--- src/rtl/alpacacorn.vh ---
// Shared constants for the alpacacorn accumulator CPU: ALU opcodes, carry-mux
// selects and control-unit state encodings. Included by every core file that
// needs them; the guard makes repeated inclusion harmless.
`ifndef ALPACACORN_VH
`define ALPACACORN_VH

`ifndef DATA_WIDTH
`define DATA_WIDTH 8
`endif

// ALU opcodes double as the instruction opcodes in IR[DATA_WIDTH-1 -: 2]
`define OP_WIDTH 2
`define OP_NOR 2'b00
`define OP_ADD 2'b01
`define OP_STA 2'b10
`define OP_JCC 2'b11

// Carry flag update select presented to the datapath
`define CTR_CARRYMUX_WIDTH 2
`define CARRY_OP_KEEP 2'b00
`define CARRY_OP_GEN  2'b01
`define CARRY_OP_CLR  2'b10

// Control-unit FSM encodings
`define CTL_STATE_WIDTH 2
`define CTL_ST_FETCH 2'b00
`define CTL_ST_EXEC  2'b01
`define CTL_ST_HALT  2'b10

`endif

--- src/rtl/ctl_pkg.sv ---
// Types and helpers shared by the control unit.
// Bundles the datapath control outputs into one struct so the idle value
// lives in a single place.
`include "alpacacorn.vh"

package ctl_pkg;

   typedef logic [`OP_WIDTH-1:0] op_t;

   // Everything the control unit tells the datapath each cycle
   typedef struct packed {
      op_t                            aluop;
      logic                           a_reg_en;
      logic [`CTR_CARRYMUX_WIDTH-1:0] carrymux;
   } ctl_ctrl_t;

   // Datapath stays quiet: no accumulator load, carry untouched
   localparam ctl_ctrl_t CTRL_IDLE = '{
      aluop:    `OP_STA,
      a_reg_en: 1'b0,
      carrymux: `CARRY_OP_KEEP
   };

   // Only JCC executes without an operand memory access
   function automatic logic op_uses_mem(input op_t op);
      return (op != `OP_JCC);
   endfunction

endpackage

--- src/rtl/ctl.sv ---
// Control unit for the accumulator CPU: owns PC/IR, sequences fetch and
// execute over a req/ack memory port, drives the datapath controls.
// Optional build macro CTL_HALT_EN adds halt_o and a HALT state for self-jumps.
`include "alpacacorn.vh"

module ctl
   import ctl_pkg::*;
#(
   parameter int DATA_WIDTH = `DATA_WIDTH,
   parameter int ADDR_WIDTH = DATA_WIDTH - 2
) (
   input  logic                           clk_i,
   input  logic                           rst_i,
   output logic                           mem_req_o,
   output logic                           mem_we_o,
   output logic [ADDR_WIDTH-1:0]          mem_addr_o,
   input  logic                           mem_ack_i,
   input  logic [DATA_WIDTH-1:0]          mem_rdata_i,
   input  logic                           carry_i,
   output logic [`OP_WIDTH-1:0]           ctr_aluop_o,
   output logic                           ctr_a_reg_en_o,
   output logic [`CTR_CARRYMUX_WIDTH-1:0] ctr_carrymux_o
`ifdef CTL_HALT_EN
   ,
   output logic                           halt_o
`endif
);

   localparam logic [`CTL_STATE_WIDTH-1:0] ST_FETCH = `CTL_ST_FETCH;
   localparam logic [`CTL_STATE_WIDTH-1:0] ST_EXEC  = `CTL_ST_EXEC;
`ifdef CTL_HALT_EN
   localparam logic [`CTL_STATE_WIDTH-1:0] ST_HALT  = `CTL_ST_HALT;
`endif

   localparam logic [ADDR_WIDTH-1:0] PC_ONE = {{(ADDR_WIDTH-1){1'b0}}, 1'b1};

   logic [`CTL_STATE_WIDTH-1:0] state, state_nxt;
   logic [ADDR_WIDTH-1:0]       pc, pc_nxt;
   logic [DATA_WIDTH-1:0]       ir, ir_nxt;

   op_t                   ir_op;
   logic [ADDR_WIDTH-1:0] ir_addr;

   logic                  req;
   logic                  we;
   logic [ADDR_WIDTH-1:0] addr;
   ctl_ctrl_t             ctrl;
   logic                  halt;
   logic                  xfer;

   assign ir_op   = ir[DATA_WIDTH-1 -: `OP_WIDTH];
   assign ir_addr = ir[ADDR_WIDTH-1:0];

   // An ack only counts while we are actually requesting; req is held low
   // during reset, so a stray ack in reset can never complete anything.
   assign xfer = req & mem_ack_i;

   // Output decode: memory port and datapath controls from state and IR
   always_comb begin
      req  = 1'b0;
      we   = 1'b0;
      addr = '0;
      ctrl = CTRL_IDLE;
      halt = 1'b0;
      if (!rst_i) begin
         case (state)
            ST_FETCH: begin
               req  = 1'b1;
               addr = pc;
            end
            ST_EXEC: begin
               if (op_uses_mem(ir_op)) begin
                  req  = 1'b1;
                  addr = ir_addr;
                  we   = (ir_op == `OP_STA);
               end
               case (ir_op)
                  `OP_NOR: begin
                     ctrl.aluop = `OP_NOR;
                     // Load the accumulator only in the cycle the operand arrives
                     ctrl.a_reg_en = xfer;
                  end
                  `OP_ADD: begin
                     ctrl.aluop = `OP_ADD;
                     ctrl.a_reg_en = xfer;
                     if (xfer) begin
                        ctrl.carrymux = `CARRY_OP_GEN;
                     end
                  end
                  `OP_JCC: begin
                     ctrl.aluop    = `OP_JCC;
                     ctrl.carrymux = `CARRY_OP_CLR;
                  end
                  default: begin
                     // STA: write data is the accumulator, wired outside
                  end
               endcase
            end
`ifdef CTL_HALT_EN
            ST_HALT: begin
               halt = 1'b1;
            end
`endif
            default: begin
               // Illegal encoding: stay idle for the one cycle it takes to recover
            end
         endcase
      end
   end

   // Next-state, PC and IR update
   always_comb begin
      state_nxt = state;
      pc_nxt    = pc;
      ir_nxt    = ir;
      case (state)
         ST_FETCH: begin
            if (xfer) begin
               ir_nxt    = mem_rdata_i;
               pc_nxt    = pc + PC_ONE;
               state_nxt = ST_EXEC;
            end
         end
         ST_EXEC: begin
            if (ir_op == `OP_JCC) begin
               // Single-cycle branch on a clear carry
               state_nxt = ST_FETCH;
               if (!carry_i) begin
                  pc_nxt = ir_addr;
`ifdef CTL_HALT_EN
                  // PC already points past the JCC, so PC-1 is its own address
                  if (ir_addr == (pc - PC_ONE)) begin
                     state_nxt = ST_HALT;
                  end
`endif
               end
            end else if (xfer) begin
               state_nxt = ST_FETCH;
            end
         end
`ifdef CTL_HALT_EN
         ST_HALT: begin
            state_nxt = ST_HALT;
         end
`endif
         default: begin
            state_nxt = ST_FETCH;
         end
      endcase
   end

   // State registers with synchronous reset
   always_ff @(posedge clk_i) begin
      if (rst_i) begin
         state <= ST_FETCH;
         pc    <= '0;
         ir    <= '0;
      end else begin
         state <= state_nxt;
         pc    <= pc_nxt;
         ir    <= ir_nxt;
      end
   end

   assign mem_req_o      = req;
   assign mem_we_o       = we;
   assign mem_addr_o     = addr;
   assign ctr_aluop_o    = ctrl.aluop;
   assign ctr_a_reg_en_o = ctrl.a_reg_en;
   assign ctr_carrymux_o = ctrl.carrymux;
`ifdef CTL_HALT_EN
   assign halt_o         = halt;
`else
   // Without the halt feature the HALT state does not exist
   logic unused_halt;
   assign unused_halt = halt;
`endif

endmodule

--- config.mk ---
export PLATFORM = sky130hd
export DESIGN_NAME = ctl
export DESIGN_NICKNAME = d
export VERILOG_FILES = /design/src/rtl/ctl_pkg.sv /design/src/rtl/ctl.sv
export VERILOG_INCLUDE_DIRS = /design/src /design/src/rtl
export SDC_FILE = /design/constraint.sdc
export NUM_CORES = 1
export LEC_CHECK = 0
export ABC_AREA = 1
export CORE_ASPECT_RATIO = 1.25
export CORE_UTILIZATION = 45
export CTS_CLUSTER_SIZE = 10
export DETAILED_ROUTE_END_ITERATION = 8
export HOLD_SLACK_MARGIN = 0.08
export PLACE_DENSITY = 0.75
export SETUP_SLACK_MARGIN = 0.02
export SLEW_MARGIN = 5
export SYNTH_ARGS = -nofsm -noshare
export SYNTH_HDL_FRONTEND = slang
export SYNTH_SLANG_ARGS = --single-unit
--- constraint.sdc ---
create_clock -name clk_i -period 2.7 [get_ports clk_i]
set_input_delay 0.54 -clock clk_i [delete_from_list [all_inputs] [get_ports clk_i]]
set_output_delay 0.54 -clock clk_i [all_outputs]
set_load 0.03 [all_outputs]
==> results of run 1 <==
==> flip-flops by register name, indices dropped and copies added (netlist names) <==
register,flops
ir,8
pc,6
state,1
==> logic make-up (layout without fill, tap and decap cells) <==
family / after synthesis / in the layout / synth area share
buf+inv: 28 / 53 / 0.161
simple gates: 63 / 63 / 0.314
compound gates: 33 / 33 / 0.190
flops: 15 / 15 / 0.322
fa+ha+maj: 1 / 1 / 0.0134
==> layout make-up <==
class | instances | area, um^2
fillers | 186 | 800
multi-input cells | 97 | 483
flip-flops and latches | 15 | 302
repair buffers | 26 | 230
inverters | 23 | 93.8
clock buffers | 4 | 26.3
well taps | 20 | 25.0
==> tightest hold or removal path, cell delays in order, from the launching register on <==
cell and delay, ps:
dfxtp_1 320, inv_1 40, a21oi_1 50
==> routing by layer <==
| layer | track usage | routed length (um) | vias to the layer above |
|---|---|---|---|
| met5 | 0 | 0 | - |
| met4 | 0.0885 | 15 | 0 |
| met3 | 0.0341 | 65 | 2 |
| met2 | 0.351 | 1030 | 19 |
| met1 | 0.232 | 910 | 423 |
| li1 | - | - | 497 |
==> cell usage in the layout (no fill, tap or decap) <==
cell type and instances:
nand2_1 31, inv_1 20, nor2_1 16, a21oi_1 15, o21ai_0 14, clkdlybuf4s50_1 14
dfxtp_1 14, buf_4 12, nand3_1 8, clkbuf_4 3, nand2_2 2, inv_2 2
inv_8 1, nor3_2 1, a211oi_1 1, nor3_1 1, nand3_4 1, o21ai_2 1
a21oi_2 1, nand4_2 1, nand2_4 1, nand3b_1 1, o211ai_1 1, ha_1 1
clkbuf_1 1, dfxtp_2 1
==> synth_stat cells, drive strengths merged <==
master  instances
nand4           1
nand3b          1
a21oi          16
buf             5
inv            23
a211oi          1
o21ai          15
nor3            2
nand2          34
o211ai          1
nor2           16
nand3           9
ha              1
dfxtp          15
==> power by group through the flow <==
stage | registers, mW | logic (mW) | clock network, mW
after floorplan | 0.250 | 0.0853 | 0
after global placement | 0.258 | 0.111 | 0
after detailed placement | 0.258 | 0.113 | 0
after CTS | 0.253 | 0.114 | 0.134
after global routing | 0.256 | 0.128 | 0.143
final | 0.253 | 0.113 | 0.129
==> through the flow <==
step / instance area, um^2 / utilization / std cells
2_1_floorplan: 933 / - / 140
3_3_place_gp: 1130 / 0.578 / 181
3_5_place_dp: 1130 / 0.578 / 181
4_1_cts: 1160 / 0.591 / 185
5_1_grt: 1160 / 0.592 / 185
6_report: 1160 / 0.592 / 185
==> path summary, 6_finish.rpt <==
path,endpoint,slack (ps),cells after the start
setup / recovery,mem_addr_o[2],210,3
hold / removal,ir[3]$_SDFFE_PP0P_,450,2
setup reg to reg,pc[2]$_SDFFE_PP0P_,1390,5
hold reg to reg,ir[3]$_SDFFE_PP0P_,450,2
==> key figures, run 1 <==
Synth
  • Synthesized flop and latch total: 15
  • Sequential area share after synthesis: 0.322
  • Post-Synthesis Cells: 140
  • Synth Cell Area: slightly above 900 um^2
  • Synth area leaders: dfxtp_1 32%, nand2_1 12%, a21oi_1 8.0%, inv_1 8.0%, o21ai_0 7.5%
  • Yosys top cell area share: 0.322
  • Post-Syn Nets: between 150 and 200
  • Synth unique cells: 22
  • Largest area contributor in the netlist: dfxtp_1
  • Syn. warnings: 0
  • Syn Area/Cell: roughly 6.7 um^2

Global route
  • Vias in the first global route: about 850
  • First-pass GRT wire length: about 3400 um
  • Initial antenna violation count: 0
  • All-Layer GR Usage: 0.199
  • Largest net degree at the start of global routing: 20
  • Total gr overflow: 0

Floorplanning
  • Die height: approximately 53 um
  • Ports: 25
  • Starting Density: 0.476
  • # rows: 18
  • DIE AREA: about 2300 um^2
  • Die W: approximately 43 um
  • Core area: 1960 um^2

Timing
  • Final hold vios: 0
  • Max Transition Viols Final: 0
  • Hold Worst Slack: roughly 450 ps
  • Worst slew margin: 0.743
  • Final worst path period need: 2490 ps
  • Fin crit share: 0.923
  • Clock Skews: approximately 1.7 ps
  • TNS Setup: 0 ps
  • RSZ-0062 raised after global routing: false
  • Final setup fails: 0
  • Tightest Pin Transition: 385 ps
  • Fmax: around 400 MHz
  • Post-route setup slack: 208 ps

Placement
  • Post-DP HPWL: around 1600 um
  • Global placement routability congestion: 0.821
  • Place WS: around 200 ps
  • Count of buffers from port buffering: 24

Power
  • Reg power frac: 0.511
  • Clock Power Share: 0.261
  • Tot Pwr: ~0.50 mW
  • Cell Pwr Density: between 400 and 500 nW/um^2
  • Combinational power share: 0.228
  • VDD IR-drop max: 0.326 mV
  • Internal power: ~0.34 mW
  • Static Leak: ~0.53 nW
  • Net Sw Frac: 0.310
  • Sw Pwr: 0.154 mW

Clocking
  • Cts repair resizes: 0
  • Num CTS Buffers: 3
  • Clk Latency, worst-skew pair: around 280 ps
  • CTS tree: done
  • H-tree levels: 1
  • Post-CTS Hold Buffers: 0
  • # Post-CTS Setup Buffers: 0
  • Clk sink count: 15
  • Clk slew on worst S/H paths: ~90 ps
  • Clk buf depth: 2
  • Root Buffer: clkbuf_4

Critical path
  • CP max stage delay: 690 ps
  • CP Launch Point: rst_i
  • WP data required: ~2200 ps
  • CP max-delay cell: clkdlybuf4s50_1
  • Cell Chain, Critical Path: clkdlybuf4s50_1, a21oi_1, clkdlybuf4s50_1
  • CP arrival: ~2000 ps
  • CP Capture Type: primary output
  • Buf/Inv on CP: 2
  • Startpoint Class: input port
  • Dominant cell type by count on the critical path: clkdlybuf4s50_1
  • Top delay family on crit path: buffers and inverters
  • RR Startpoint: state[0]$_SDFFE_PP0P_
  • CP max FO: 6
  • Crit path kind: input port to primary output

Hold path
  • HP Start: ir[3]$_SDFFE_PP0P_
  • Hold Crit Class: register to register

Job
  • Maxcap violations: 0

Run status
  • Status: finished clean

Detailed routing
  • DR iter-0 viols: 23
  • Vias per Instance: just over 5
  • Vias: between 900 and 1,000
  • Antenna viol nets, final: 0
  • Number of remaining DRC errors: 0
  • Initial DRT Pass Iterations: 5
  • Wirelength per Cell: about 11 um
  • DRT Wirelength: between 2000 and 2500 um

Layout
  • Final #Nets: 179
  • Layout cells sized above 1: 0.164
  • Total inserted antenna cells: 0
  • Area delta synth->final: 24.3%
Note: power is estimated with default switching activity, not from simulation.
==> run 2: changes to the inputs <==
- CORE_UTILIZATION: 45 -> 50
- PLACE_DENSITY: 0.75 -> 0.82
==> run 2 against run 1 <==
Wire length up 8.3%. Design area down 0.11%. Via count rose by 2.7%. Combinational power about the same. Power grew 2.5%. Non-clock buffer count unchanged. Global-route usage is 6.2 points higher. Clock-buffer cell count down 1. Cell count shrank 0.54%. Hold slack better by 3.2 ps. First-iteration DRC count fell by 17%. Highest routed layer unchanged.
==> key figures, run 2 (synthesized netlist as in run 1, its figures left out) <==
Floorplanning
  • Core area: 1770 um^2 (-9.9%)
  • Die W: 40.6 um (-4.9%)
  • Die height: 50.3 um (-4.9%)
  • Starting Density: 0.529 (+0.0523)
  • DIE AREA: 2040 um^2 (-9.6%)
  • Ports: 25 (unchanged)
  • # rows: 17 (-1)

Timing
  • Post-route setup slack: 175 ps (-33.1 ps)
  • Final worst path period need: 2530 ps (+33.1 ps)
  • Fin crit share: 0.935 (+0.0123)
  • Final setup fails: 0 (unchanged)
  • RSZ-0062 raised after global routing: false
  • Fmax: 396 MHz (-1.3%)
  • Final hold vios: 0 (unchanged)
  • Max Transition Viols Final: 0 (unchanged)
  • Hold Worst Slack: 450 ps (+3.17 ps)
  • Tightest Pin Transition: 570 ps (+185 ps)
  • TNS Setup: 0 ps (unchanged)
  • Clock Skews: 7.43 ps (+5.76 ps)
  • Worst slew margin: 0.619 (-0.124)

Power
  • Combinational power share: 0.228 (about the same)
  • Net Sw Frac: 0.331 (+0.0207)
  • Clock Power Share: 0.276 (+0.015)
  • Internal power: 0.340 mW (-0.55%)
  • Static Leak: 0.531 nW (+0.53%)
  • Sw Pwr: 0.168 mW (+9.4%)
  • VDD IR-drop max: 0.269 mV (-18%)
  • Tot Pwr: 0.508 mW (+2.5%)
  • Cell Pwr Density: 439 nW/um^2 (+2.6%)
  • Reg power frac: 0.496 (-0.015)

Layout
  • Fillers: 179 (-3.8%)
  • Commonest cells after routing, fill and taps aside: 31 x nand2_1, 20 x inv_1, 16 x nor2_1
  • Biggest regs: ir (8), pc (6), state (1)
  • Layout cells sized above 1: 0.164 (unchanged)
  • Area delta synth->final: 24.1%
  • Fin area: 1160 um^2 (-0.11%)
  • Commonest non-fill, non-tap cell in the layout: nand2_1
  • Reg with most FFs: ir
  • Final #Nets: 179 (unchanged)
  • Max reg flops: 8 (unchanged)
  • Total inserted antenna cells: 0 (unchanged)

Global route
  • Total gr overflow: 0 (unchanged)
  • Met3 GRT Util: 0.0354 (+0.00127)
  • Global Route met2 Usage: 0.431 (+0.0802)
  • First-pass GRT wire length: 3690 um (+7.9%)
  • Initial antenna violation count: 0 (unchanged)
  • All-Layer GR Usage: 0.260 (+0.0618)
  • Vias in the first global route: 894 (+4.8%)
  • Met1 Usage GRT: 0.298 (+0.0658)
  • Busiest layer in global routing: met2
  • Largest net degree at the start of global routing: 20 (unchanged)

Critical path
  • FF-to-FF setup slack: 1170 ps (-220 ps)
  • WP data required: 2160 ps (about the same)
  • CP max stage delay: 690 ps (about the same)
  • CP max-delay cell: dfxtp_1
  • Top delay family on crit path: flip-flops
  • CP Capture Type: primary output
  • Crit path kind: register to primary output
  • CP arrival: 1990 ps (+40 ps)
  • Cell Chain, Critical Path: nand3_1, a21oi_1, clkdlybuf4s50_1
  • Worst Reg2Reg Path Length in Cells: 6 (+1)
  • RR Startpoint: state[0]$_SDFFE_PP0P_
  • CP max FO: 12 (+6)
  • Startpoint Class: register
  • Buf/Inv on CP: 1 (-1)
  • R2R Path End: pc[3]$_SDFFE_PP0P_

Hold path
  • Hold Crit Class: register to register
  • HP Start: ir[3]$_SDFFE_PP0P_
  • WHS Endpoint: ir[3]$_SDFFE_PP0P_
  • Hold Path Depth: 2 (unchanged)

Detailed routing
  • DR iter-0 viols: 19 (-17%)
  • Initial DRT Pass Iterations: 4 (-1)
  • Vias: 966 (+2.7%)
  • Wirelength per Cell: 11.9 um (+8.8%)
  • Antenna viol nets, final: 0 (unchanged)
  • Vias per Instance: 5.25 (+3.2%)
  • Number of remaining DRC errors: 0 (unchanged)
  • DRT Wirelength: 2190 um (+8.3%)

Clocking
  • Clk buf depth: 2 (unchanged)
  • Post-CTS Hold Buffers: 0 (unchanged)
  • # Post-CTS Setup Buffers: 0 (unchanged)
  • Num CTS Buffers: 3 (unchanged)
  • Root Buffer: clkbuf_4
  • H-tree levels: 1 (unchanged)
  • Cts repair resizes: 0 (unchanged)
  • Clk slew on worst S/H paths: 90 ps (about the same)
  • Clk Latency, worst-skew pair: 300 ps (+20 ps)
  • CTS tree: done
  • Clk sink count: 15 (unchanged)

Job
  • Maxcap violations: 0 (unchanged)

Placement
  • Post-DP HPWL: 1630 um (+5.4%)
  • Count of buffers from port buffering: 24 (unchanged)
  • Placed inst area: 1130 um^2 (-0.11%)
  • Place WS: 196 ps (-7.43 ps)
  • Global placement routability congestion: 0.800 (-2.6%)

Run status
  • Status: finished clean
## run 2: worst min-delay path: cells and delay by family, from the launching register on
family / cells / cell delay, ps
compound gates: 1 / 50
flops: 1 / 320
buf+inv: 1 / 50
## run 2: power by group through the flow
stage | sequential [mW] | combinational (mW) | clock, mW
global placement | 0.256 | 0.112 | 0
CTS | 0.252 | 0.116 | 0.140
finish | 0.252 | 0.116 | 0.140
detailed placement | 0.257 | 0.115 | 0
floorplan | 0.250 | 0.0853 | 0
global route | 0.254 | 0.130 | 0.148
## run 2: stage by stage
| stage | util | std cells |
|---|---|---|
| global placement | 0.641 | 180 |
| floorplan | - | 140 |
| detailed placement | 0.641 | 180 |
| finish | 0.656 | 184 |
| CTS | 0.656 | 184 |
| global route | 0.656 | 184 |
## run 2: final cells by class
| type | count | area (um^2) | share of cell area |
|---|---|---|---|
| sequential | 15 | 300 | 0.259 |
| multi-input combinational | 97 | 483 | 0.417 |
| tap | 19 | 23.8 | 0.0205 |
| clock inverter | 1 | 5.00 | 0.00432 |
| inverter | 23 | 93.8 | 0.0810 |
| clock buffer | 3 | 22.5 | 0.0194 |
| timing repair buffer | 26 | 230 | 0.199 |
## run 2: per-layer routing
layer / wire length [um] / part of all wire
met5: 0 / 0
met4: 68 / 0.031
met3: 96 / 0.044
met2: 1110 / 0.51
met1: 914 / 0.42
## run 2: worst max path at each step
| stage | from | endpoint | cells after the start |
|---|---|---|---|
| 6_report | state[0]$_SDFFE_PP0P_ | mem_addr_o[1] | 3 |
| 2_1_floorplan | rst_i | ctr_carrymux_o[0] | 4 |
| 5_1_grt | state[0]$_SDFFE_PP0P_ | mem_addr_o[5] | 3 |
| 3_5_place_dp | rst_i | mem_addr_o[1] | 3 |
| 4_1_cts | state[0]$_SDFFE_PP0P_ | mem_addr_o[5] | 3 |
| 3_3_place_gp | rst_i | mem_addr_o[1] | 3 |
